==> src/rtl/alu_arb_pkg.sv <==
// Shared definitions for the ALU share arbiter: ALU control codes and illegal-op decode.
// The illegal-op decode is only consulted when ALU_ARB_ILLEGAL_OP_EN is defined.
package alu_arb_pkg;

   typedef logic [3:0] alu_op_t;

   localparam alu_op_t ALU_ADD  = 4'b0000;
   localparam alu_op_t ALU_SUB  = 4'b0001;
   localparam alu_op_t ALU_AND  = 4'b0010;
   localparam alu_op_t ALU_OR   = 4'b0011;
   localparam alu_op_t ALU_XOR  = 4'b0100;
   localparam alu_op_t ALU_SLL  = 4'b0101;
   localparam alu_op_t ALU_SRL  = 4'b0110;
   localparam alu_op_t ALU_SRA  = 4'b0111;
   localparam alu_op_t ALU_SLT  = 4'b1000;
   localparam alu_op_t ALU_SLTU = 4'b1001;
   localparam alu_op_t ALU_EQ   = 4'b1010;
   localparam alu_op_t ALU_NE   = 4'b1011;
   localparam alu_op_t ALU_GE   = 4'b1100;
   localparam alu_op_t ALU_GEU  = 4'b1101;

   localparam alu_op_t ILLEGAL_OP_MIN = 4'b1110;

   // Codes at or above ILLEGAL_OP_MIN are reserved and never reach the ALU.
   function automatic logic is_illegal_op(input alu_op_t op);
      return (op >= ILLEGAL_OP_MIN);
   endfunction

endpackage

==> src/rtl/rr_arbiter.sv <==
// Generic round-robin arbiter: one-hot grant to the first eligible index at or after
// the pointer; the pointer moves to one past the winner.  Reusable for other shared units.
module rr_arbiter #(
   parameter int N = 2
) (
   input  logic         clk,
   input  logic         reset,
   input  logic [N-1:0] eligible,
   output logic [N-1:0] grant
);

   localparam int PW = (N > 1) ? $clog2(N) : 1;

   logic [PW-1:0] r_ptr;
   logic [PW:0]   w_sum;
   logic [PW-1:0] w_idx;
   logic [PW-1:0] w_win;
   logic          w_found;

   always_comb begin
      grant   = '0;
      w_sum   = '0;
      w_idx   = '0;
      w_win   = '0;
      w_found = 1'b0;
      for (int k = 0; k < N; k++) begin
         w_sum = {1'b0, r_ptr} + (PW+1)'(k);
         if (w_sum >= (PW+1)'(N)) begin
            w_sum = w_sum - (PW+1)'(N);
         end
         w_idx = w_sum[PW-1:0];
         if (!w_found && eligible[w_idx]) begin
            grant[w_idx] = 1'b1;
            w_win        = w_idx;
            w_found      = 1'b1;
         end
      end
   end

   always_ff @(posedge clk or posedge reset) begin
      if (reset) begin
         r_ptr <= '0;
      end else if (w_found) begin
         r_ptr <= (w_win == PW'(N-1)) ? '0 : w_win + 1'b1;
      end
   end

endmodule

==> src/rtl/alu_share_arbiter.sv <==
// Shares one combinational ALU among NUM_REQ requesters with round-robin arbitration
// and per-requester registered response slots.  Optional macro: ALU_ARB_ILLEGAL_OP_EN.
module alu_share_arbiter
   import alu_arb_pkg::*;
#(
   parameter int NUM_REQ = 2,
   parameter int XLEN    = 32
) (
   input  logic                    clk,
   input  logic                    reset,
   input  logic [NUM_REQ-1:0]      req_valid,
   output logic [NUM_REQ-1:0]      req_ready,
   input  logic [4*NUM_REQ-1:0]    req_op,
   input  logic [XLEN*NUM_REQ-1:0] req_a,
   input  logic [XLEN*NUM_REQ-1:0] req_b,
   output logic [3:0]              alu_control,
   output logic [XLEN-1:0]         alu_srca,
   output logic [XLEN-1:0]         alu_srcb,
   input  logic [XLEN-1:0]         alu_result,
   input  logic                    alu_zero,
   output logic [NUM_REQ-1:0]      rsp_valid,
   input  logic [NUM_REQ-1:0]      rsp_ready,
   output logic [XLEN*NUM_REQ-1:0] rsp_result,
   output logic [NUM_REQ-1:0]      rsp_zero,
   output logic [NUM_REQ-1:0]      rsp_err
);

   logic [NUM_REQ-1:0]      r_rsp_valid;
   logic [XLEN*NUM_REQ-1:0] r_rsp_result;
   logic [NUM_REQ-1:0]      r_rsp_zero;
   logic [NUM_REQ-1:0]      r_rsp_err;

   logic [NUM_REQ-1:0] w_eligible;
   logic [NUM_REQ-1:0] w_grant;
   alu_op_t            w_op;
   logic [XLEN-1:0]    w_a;
   logic [XLEN-1:0]    w_b;
   logic               w_illegal;
   logic [XLEN-1:0]    w_ld_result;
   logic               w_ld_zero;

   // A full slot being drained this cycle can accept a new result without a bubble.
   assign w_eligible = req_valid & (~r_rsp_valid | rsp_ready);

   rr_arbiter #(.N(NUM_REQ)) u_rr (
      .clk      (clk),
      .reset    (reset),
      .eligible (w_eligible),
      .grant    (w_grant)
   );

   assign req_ready = w_grant;

   // Grant is one-hot or zero, so an idle cycle leaves the bus at all-zero.
   always_comb begin
      w_op = '0;
      w_a  = '0;
      w_b  = '0;
      for (int i = 0; i < NUM_REQ; i++) begin
         if (w_grant[i]) begin
            w_op = req_op[4*i +: 4];
            w_a  = req_a[XLEN*i +: XLEN];
            w_b  = req_b[XLEN*i +: XLEN];
         end
      end
   end

`ifdef ALU_ARB_ILLEGAL_OP_EN
   assign w_illegal = is_illegal_op(w_op);
`else
   assign w_illegal = 1'b0;
`endif

   assign alu_control = w_illegal ? ALU_ADD : w_op;
   assign alu_srca    = w_illegal ? '0 : w_a;
   assign alu_srcb    = w_illegal ? '0 : w_b;

   assign w_ld_result = w_illegal ? '0   : alu_result;
   assign w_ld_zero   = w_illegal ? 1'b1 : alu_zero;

   always_ff @(posedge clk or posedge reset) begin
      if (reset) begin
         r_rsp_valid  <= '0;
         r_rsp_result <= '0;
         r_rsp_zero   <= '0;
         r_rsp_err    <= '0;
      end else begin
         for (int i = 0; i < NUM_REQ; i++) begin
            if (w_grant[i]) begin
               r_rsp_valid[i]               <= 1'b1;
               r_rsp_result[XLEN*i +: XLEN] <= w_ld_result;
               r_rsp_zero[i]                <= w_ld_zero;
               r_rsp_err[i]                 <= w_illegal;
            end else if (r_rsp_valid[i] && rsp_ready[i]) begin
               r_rsp_valid[i] <= 1'b0;
            end
         end
      end
   end

   assign rsp_valid  = r_rsp_valid;
   assign rsp_result = r_rsp_result;
   assign rsp_zero   = r_rsp_zero;
   assign rsp_err    = r_rsp_err;

endmodule

==> config.mk <==
export PLATFORM = sky130hd
export DESIGN_NAME = alu_share_arbiter
export DESIGN_NICKNAME = d
export VERILOG_FILES = /design/src/rtl/alu_arb_pkg.sv /design/src/rtl/rr_arbiter.sv /design/src/rtl/alu_share_arbiter.sv
export SDC_FILE = /design/constraint.sdc
export NUM_CORES = 1
export LEC_CHECK = 0
export BUFFER_PORTS_ARGS = -buffer_cell sky130_fd_sc_hd__buf_4
export CORE_AREA = 2 2 124 126
export CTS_CLUSTER_SIZE = 24
export DETAILED_ROUTE_END_ITERATION = 12
export DIE_AREA = 0 0 126 128
export PLACE_DENSITY_LB_ADDON = 0.1
export SLEW_MARGIN = 20
export SYNTH_ARGS = -nofsm -noshare
export SYNTH_HDL_FRONTEND = slang
export SYNTH_HIERARCHICAL = 1
export SYNTH_SLANG_ARGS = --single-unit
==> constraint.sdc <==
create_clock -name clk -period 2.43 [get_ports clk]
set_input_delay 0.3645 -clock clk [delete_from_list [all_inputs] [get_ports clk]]
set_output_delay 0.3645 -clock clk [all_outputs]
set_load 0.05 [all_outputs]
==> PnR_summary.wiki, run 1 <==
{| class="wikitable"
! Metric !! Value
|-
| Relative slew slack || 62.8%
|-
| Worst flop-to-flop path startpoint || rsp_valid[0]$_DFFE_PP0P_
|-
| Vias in the first global route || 3434
|-
| Yosys top cell area share || 52.0%
|-
| Number of setup violations in the final report || 0
|-
| Count of warnings emitted by yosys || 6
|-
| Slew Limit Fails || 0
|-
| N_diodes || 0
|-
| XOR/XNOR Fraction of Synth Area || 0%
|-
| Post-detailed-route via-to-cell ratio || 4.55
|-
| R2r setup slk || 600 ps
|-
| WL per Instance || 20.2 um
|-
| Cell type group with the largest total delay on the critical path || buffers and inverters
|-
| Synthesized area divided by synthesized cell count || 13.7 um2
|-
| Worst Setup EP || alu_srca[14]
|-
| Final instance count without filler cells || 752
|-
| Uppermost metal layer occupied by signal nets || met4
|-
| Wire length on met2 || 7.67 mm
|-
| CP max FO || 23
|-
| Critical Path AT || 2030 ps
|-
| Clock sink count || 69
|-
| Asr flop ratio synth || 100%
|-
| Clock network latency to the later pin of the worst-skew pair || 330 ps
|-
| Final min period || 2390 ps
|-
| Post-synth top area cell || dfrtp_1
|-
| Signed area change from the synthesized netlist to the final layout || 104%
|-
| Post-Synthesis Cell Area || 3320 um2
|-
| Slew @ Worst Pin || 557 ps
|-
| Switching portion of total power || 44.5%
|-
| Wire length of the first global-routing pass || 20.7 mm
|-
| Via count of the routed design || 3418
|-
| Max incr delay on CP || 420 ps
|-
| Maximum achievable frequency || 418 MHz
|-
| Number of maximum-capacitance constraint violations || 0
|-
| Internal Pwr Total || 3720 uW
|-
| Areal power density over the cells || 992 nW/um2
|-
| Most used standard cell by instance count after synthesis || dfrtp_1
|-
| Global placer's final weighted congestion || 0.763
|-
| Hold path start || alu_result[10]
|-
| Endpoint required time on the critical path || 2070 ps
|-
| Maximum clock skew at final layout || 5.10 ps
|-
| Post-synth top cells || 69 x dfrtp_1, 68 x a22o_1, 66 x mux2_2
|-
| Total number of nets in the final design || 735
|-
| Leakage component of the power || 0.00334 uW
|-
| Buffer and inverter count on the worst path || 3
|-
| Synthesized instance count || 243
|-
| Top cells by area, synth || dfrtp_1 52%, mux2_2 22%, a22o_1 18%, buf_2 2.4%, buf_6 1.7%
|-
| Core Box Area || 14900 um2
|-
| Fraction of layout instances using a drive strength above 1 || 86.3%
|-
| Crit path depth || 8
|-
| #FFs+latches synth || 69
|-
| Maximum ir drop on the vdd rail || 0.576 mV
|-
| Timing startpoint of the critical path || rsp_valid[1]$_DFFE_PP0P_
|-
| Number of flops mapped to enable cells by yosys || 0
|-
| Finished layout cell area || 6770 um2
|-
| Clock Tree Root || clkbuf_16
|-
| Switching power || 2990 uW
|-
| Die Outline Area || 16100 um2
|-
| Number of port buffers || 312
|-
| Basic-gate share of the synthesized area counting and, or, nand and nor cells || 1.66%
|-
| Portion of total power attributed to sequential cells || 24.1%
|-
| Combinational cell fraction of total power || 55.4%
|-
| Total wire length after detailed routing || 15.2 mm
|-
| HPWL after detailed placement || 11.5 mm
|-
| Global-route congestion overflow total || 0
|-
| Complex-gate fraction of the synthesized area || 18.5%
|-
| Tot GR Track Use || 17.0%
|-
| Maximum number of pins on one net before global-route repair || 46
|-
| Length of routed wiring on met1 || 6.08 mm
|-
| Final period utilization || 98.4%
|-
| Clock tree buffer depth || 2
|-
| Number of antenna violations at the first check in global routing || 0
|-
| Class of the tightest hold or removal check || in -> reg
|-
| Initial core utilization || 22.3%
|-
| Crit-path most repeated cell || buf_4
|-
| Final hold vios || 0
|-
| Worst-path cell chain || nand2b_4 -> and2_4 -> a21boi_4 -> nor2b_4 -> buf_4 -> buf_12 -> a22o_2 -> buf_4
|-
| Clock-pin slew reported for the worst setup and hold paths after clock tree synthesis || 60 ps
|-
| Predominant post-synthesis flop cell || dfrtp_1
|-
| Result of the run || completed
|-
| Htree depth || 3
|-
| Drt initial violations || 94
|-
| Die outline width || 126 um
|-
| Number of top-level pins || 315
|-
| Share of synthesized area occupied by flip-flops and latches || 52.0%
|-
| Remaining routing DRC violations || 0
|-
| Largest family of logic cells by synthesized area || multiplexers
|-
| Instance area after placement || 6100 um2
|-
| WL met3 || 1.26 mm
|-
| Count of distinct cell types in the synthesized netlist || 15
|-
| Number of cells after detailed placement || 726
|-
| Worst Setup Path Type || reg -> out
|-
| Standard-cell rows || 45
|-
| Portion of netlist area occupied by mux cells || 22.4%
|-
| Worst r2r path cells || 5
|-
| CTS Buf Count || 9
|-
| Die Y-Extent || 128 um
|-
| First-pass iteration count of the detailed router || 4
|-
| Clock network power share || 20.5%
|-
| Remaining antenna violation count || 0
|-
| Worst R2R End || rsp_result[30]$_DFFE_PP0P_
|-
| Max stage delay cell, worst path || dfrtp_2
|-
| Clock tree from TritonCTS || built
|-
| Element type at the critical path start || register
|-
| Worst setup EP type || primary output
|-
| Adder and majority gate portion of the synthesized area || 0%
|}
==> timing repair <==
action                                 in CTS  in global routing
endpoints found under the hold margin       1                  0
setup buffers                               0                  6
hold buffers                                1                  0
resized for setup                           2                 53
gates cloned                                1                  3
setup endpoints to repair                   2                 69
pin swaps                                   0                  1
==> cell families (layout without fill, tap and decap cells) <==
kind of cell           after synthesis  in the layout
buffers and inverters               28            348
AND/OR/NAND/NOR                      8              8
flip-flops                          69             69
multiplexers                        66             66
AO/OA/AOI/OAI                       71             71
other                                1              2
==> worst min-delay path by stage <==
stage	to	slack, ps	depth (start not counted)
detailed placement	asynchronous set/reset pin	230	2
global placement	asynchronous set/reset pin	230	2
finish	rsp_result[10]$_DFFE_PP0P_	270	2
floorplan	asynchronous set/reset pin	90	1
global route	rsp_result[36]$_DFFE_PP0P_	260	2
CTS	rsp_result[54]$_DFFE_PP0P_	260	2
==> sequential cells by signal (all words and copies together) (netlist names), named ones only <==
register,cells
rsp_result,64
rsp_valid,2
rsp_zero,2
==> cells in the final DEF (no fill, tap or decap) <==
cell type / synthesis / layout
a22o_4: 0 / 20
a21boi_4: 0 / 2
inv_1: 3 / 2
nor2_1: 1 / 1
clkinv_2: 0 / 1
a22o_2: 0 / 48
clkbuf_16: 0 / 11
clkinv_4: 0 / 1
clkinvlp_4: 0 / 2
buf_8: 0 / 1
buf_16: 0 / 1
inv_2: 0 / 1
buf_4: 4 / 270
dlygate4sd3_1: 0 / 1
nand2b_1: 4 / 3
conb_1: 1 / 2
nor2b_4: 1 / 1
mux2_2: 66 / 66
a21oi_1: 1 / 1
buf_6: 5 / 51
and2_4: 0 / 2
buf_12: 0 / 4
dfrtp_2: 0 / 2
nand2b_4: 0 / 1
bufinv_16: 0 / 2
dfrtp_1: 69 / 67
==> worst register-to-register path, cell delays in order, from the launching register on <==
cell and delay (ps):
dfrtp_2 390, nand2b_1 90, and2_4 180, a21boi_4 180, buf_4 460, mux2_2 420
==> through the flow <==
step	hold slack [ps]	total power [uW]	setup TNS, ps	utilization [%]	setup slack, ps
6_report	273	6710	0	45.5	39.5
5_1_grt	265	6980	-543	45.5	-27.5
4_1_cts	261	6620	-6.86	43.5	-3.40
3_5_place_dp	234	5190	0	41.1	191
3_3_place_gp	230	5170	0	41.1	221
2_1_floorplan	93.2	4030	-473	-	-9.56
==> power groups by stage <==
| stage | Combinational [uW] | Clock (uW) | Sequential (uW) |
|---|---|---|---|
| 2_1_floorplan | 1360 | 0 | 2660 |
| 3_3_place_gp | 3550 | 0 | 1620 |
| 3_5_place_dp | 3560 | 0 | 1630 |
| 4_1_cts | 3590 | 1410 | 1620 |
| 5_1_grt | 3850 | 1460 | 1660 |
| 6_report | 3720 | 1370 | 1620 |
==> routing by layer <==
metal	GRT usage (%)	vias up
met3	5.72	12
met1	21.9	1681
li1	-	1554
met5	0	-
met2	27.6	171
met4	4.27	0
==> layout make-up <==
class	count	area, um2
sequential	69	1730
tap	188	235
multi-input combinational	147	1690
inverter	3	11.3
timing repair buffer	330	2780
clock inverter	6	88.8
clock buffer	9	225
fill	1385	8100
Power figures use the tool's default switching activity.
==> run 2: changes to the inputs <==
--- a/config.mk
+++ b/config.mk
@@ -5,11 +5,11 @@
 export SDC_FILE = /design/constraint.sdc
 export NUM_CORES = 1
 export LEC_CHECK = 0
-export BUFFER_PORTS_ARGS = -buffer_cell sky130_fd_sc_hd__buf_4
-export CORE_AREA = 2 2 124 126
+export CORE_AREA = 2 2 123 125
 export CTS_CLUSTER_SIZE = 24
 export DETAILED_ROUTE_END_ITERATION = 12
-export DIE_AREA = 0 0 126 128
+export DIE_AREA = 0 0 125 127
+export DONT_BUFFER_PORTS = 1
 export PLACE_DENSITY_LB_ADDON = 0.1
 export SLEW_MARGIN = 20
 export SYNTH_ARGS = -nofsm -noshare
==> constraint.sdc (replaced) <==
create_clock -name clk -period 2.5 [get_ports clk]
set_input_delay 0.375 -clock clk [delete_from_list [all_inputs] [get_ports clk]]
set_output_delay 0.375 -clock clk [all_outputs]
set_load 0.05 [all_outputs]
==> PnR_summary.wiki, run 2 (synthesized netlist as in run 1, its figures left out) <==
{| class="wikitable"
! Metric !! Value
|-
| Global placer's final weighted congestion || 0.738 (-3.3%)
|-
| Sum of negative setup slack || -6970 ps (-6970 ps)
|-
| Switching portion of total power || 45.9% (+1.4 points)
|-
| Endpoint required time on the critical path || 2120 ps (+50 ps)
|-
| Global-route congestion overflow total || 0 (unchanged)
|-
| Maximum achievable frequency || 376 MHz
|-
| Worst-path cell chain || nand2b_1 -> and2_4 -> a21boi_4 -> nor2b_4 -> buf_12 -> buf_12 -> a22o_4 -> buf_12
|-
| Total number of nets in the final design || 493 (-33%)
|-
| Remaining antenna violation count || 0 (unchanged)
|-
| Drt initial violations || 73 (-22%)
|-
| Via count of the routed design || 2558 (-25%)
|-
| Fraction of layout instances using a drive strength above 1 || 74.8% (-12 points)
|-
| Signed area change from the synthesized netlist to the final layout || 73.3%
|-
| Die Y-Extent || 127 um (-0.78%)
|-
| Total wire length after detailed routing || 13.5 mm (-11%)
|-
| Final min period || 2660 ps
|-
| Clock tree buffer depth || 2 (unchanged)
|-
| Max incr delay on CP || 410 ps (about the same)
|-
| Maximum ir drop on the vdd rail || 0.499 mV (-13%)
|-
| Initial core utilization || 23.0% (+0.68 points)
|-
| Number of port buffers || 0 (-100%)
|-
| Areal power density over the cells || 1060 nW/um2 (+7.1%)
|-
| Vias in the first global route || 2804 (-18%)
|-
| Clock sink count || 69 (unchanged)
|-
| Portion of total power attributed to sequential cells || 43.1% (+19 points)
|-
| Relative slew slack || 65.0% (+2.2 points)
|-
| Maximum number of pins on one net before global-route repair || 35 (-24%)
|-
| Setup repair after global routing missed its margin || true
|-
| Post-detailed-route via-to-cell ratio || 5.06 (+11%)
|-
| Slew Limit Fails || 0 (unchanged)
|-
| Htree depth || 3 (unchanged)
|-
| Clock Tree Root || clkbuf_16
|-
| Class of the tightest hold or removal check || in -> reg
|-
| Standard-cell rows || 44 (-2.2%)
|-
| Clock network power share || 19.8% (-0.7 points)
|-
| Least setup slack across all paths after layout || -157 ps (-197 ps)
|-
| Number of flip-flops under the largest register name || 64 (unchanged)
|-
| Switching power || 2810 uW (-5.9%)
|-
| CP max FO || 12 (-48%)
|-
| Total power draw || 6120 uW (-8.8%)
|-
| Commonest non-fill, non-tap cell in the layout || a22o_4
|-
| Crit-path most repeated cell || buf_12
|-
| Final period utilization || 106%
|-
| WL per Instance || 26.7 um (+32%)
|-
| Maximum clock skew at final layout || 5.84 ps (+0.735 ps)
|-
| Clock tree from TritonCTS || built
|-
| CTS Buf Count || 9 (unchanged)
|-
| Final hold vios || 0 (unchanged)
|-
| Leakage component of the power || 0.00251 uW (-25%)
|-
| Number of setup violations in the final report || 68 (+68)
|-
| Number of top-level pins || 315 (unchanged)
|-
| Clock network latency to the later pin of the worst-skew pair || 320 ps (about the same)
|-
| R2r setup slk || 170 ps (-430 ps)
|-
| N_diodes || 0 (unchanged)
|-
| Wire length of the first global-routing pass || 18.5 mm (-11%)
|-
| Internal Pwr Total || 3310 uW (-11%)
|-
| Combinational cell fraction of total power || 37.1% (-18 points)
|-
| Max stage delay cell, worst path || a21boi_4
|-
| First-pass iteration count of the detailed router || 4 (unchanged)
|-
| Tot GR Track Use || 15.6% (-1.4 points)
|-
| Worst Setup Path Type || reg -> out
|-
| Commonest cells after routing, fill and taps aside || 68 x a22o_4, 67 x dfrtp_1, 66 x mux2_2, 52 x buf_12, 19 x buf_4
|-
| Element type at the critical path start || register
|-
| Slew @ Worst Pin || 524 ps (-32.2 ps)
|-
| HPWL after detailed placement || 9.55 mm (-17%)
|-
| Die outline width || 125 um (-0.79%)
|-
| Violated checks || negative setup slack
|-
| Core Box Area || 14400 um2 (-3.0%)
|-
| Result of the run || finished, violations left
|-
| Remaining routing DRC violations || 0 (unchanged)
|-
| Number of maximum-capacitance constraint violations || 0 (unchanged)
|-
| Worst setup EP type || primary output
|-
| Number of antenna violations at the first check in global routing || 0 (unchanged)
|-
| Die Outline Area || 15900 um2 (-1.6%)
|-
| Critical Path AT || 2280 ps (+250 ps)
|-
| Clock-pin slew reported for the worst setup and hold paths after clock tree synthesis || 50 ps (about the same)
|}
-- run 2: changes by cell type in the layout (fill, tap and decap cells not counted), moves of 2 or more --
cell,delta
buf_4,-251
clkbuf_1,+3
buf_6,-42
buf_16,+2
clkinvlp_4,-2
a22o_2,-48
buf_12,+48
a22o_4,+48
-- run 2: critical path: cells and delay by family (launching register included) --
| kind | cells | cell delay (ps) |
|---|---|---|
| AOI/OAI and AO/OA | 2 | 560 |
| and+or+nand+nor | 3 | 530 |
| buffers and inverters | 3 | 450 |
| DFF | 1 | 400 |
-- run 2: per-stage QoR --
stage	instances	utilization, %	hold slack, ps	worst slack, ps	instance area, um2
floorplan	244	-	104	-59.2	3590
global placement	460	32.4	109	106	4680
detailed placement	460	32.4	109	87.7	4680
CTS	507	38.6	185	-214	5570
global route	506	39.9	179	-262	5760
finish	506	39.9	199	-157	5760
-- run 2: routing by layer --
layer / vias up / GRT usage (%) / share of wire [%]
met4: 0 / 5.42 / 2.1
met1: 1312 / 15.1 / 32
met3: 17 / 6.41 / 9.1
met5: - / 0 / 0
li1: 1071 / - / -
met2: 158 / 29.7 / 57
-- run 2: power by group through the flow --
stage          registers (uW)  clock network, uW  logic [uW]
2_1_floorplan            2590                  0        1320
3_3_place_gp             2660                  0        1940
3_5_place_dp             2660                  0        1950
4_1_cts                  2640               1260        2220
5_1_grt                  2670               1310        2360
6_report                 2640               1210        2270
-- run 2: path summary, 6_finish.rpt --
path                                     startpoint                          to  depth (start not counted)
min                                   alu_result[0]   rsp_result[0]$_DFFE_PP0P_                          1
max reg2reg                rsp_valid[0]$_DFFE_PP0P_    rsp_valid[0]$_DFFE_PP0P_                         18
max                        rsp_valid[0]$_DFFE_PP0P_                alu_srcb[18]                          8
min reg2reg                rsp_valid[1]$_DFFE_PP0P_    rsp_valid[1]$_DFFE_PP0P_                          2
max in group asynchronous                     reset    rsp_valid[1]$_DFFE_PP0P_                          3
min in group asynchronous                     reset  asynchronous set/reset pin                          2
-- run 2: area by class of cell --
cell class,count,area (um2)
fillers,1356,8670
multi-input cells,147,2040
flip-flops and latches,69,1730
repair buffers,88,1460
clock buffers,13,250
well taps,184,230
clock inverters,2,35.0
inverters,3,11.3
-- run 2: timing repair --
action                                 4_1_cts  5_1_grt
cloned                                       6        3
setup endpoints to repair                   69       70
endpoints found under the hold margin       21        0
setup buffers                               25        2
pin swaps                                    6        8
hold buffers                                 1        0
resized for setup                           40       31
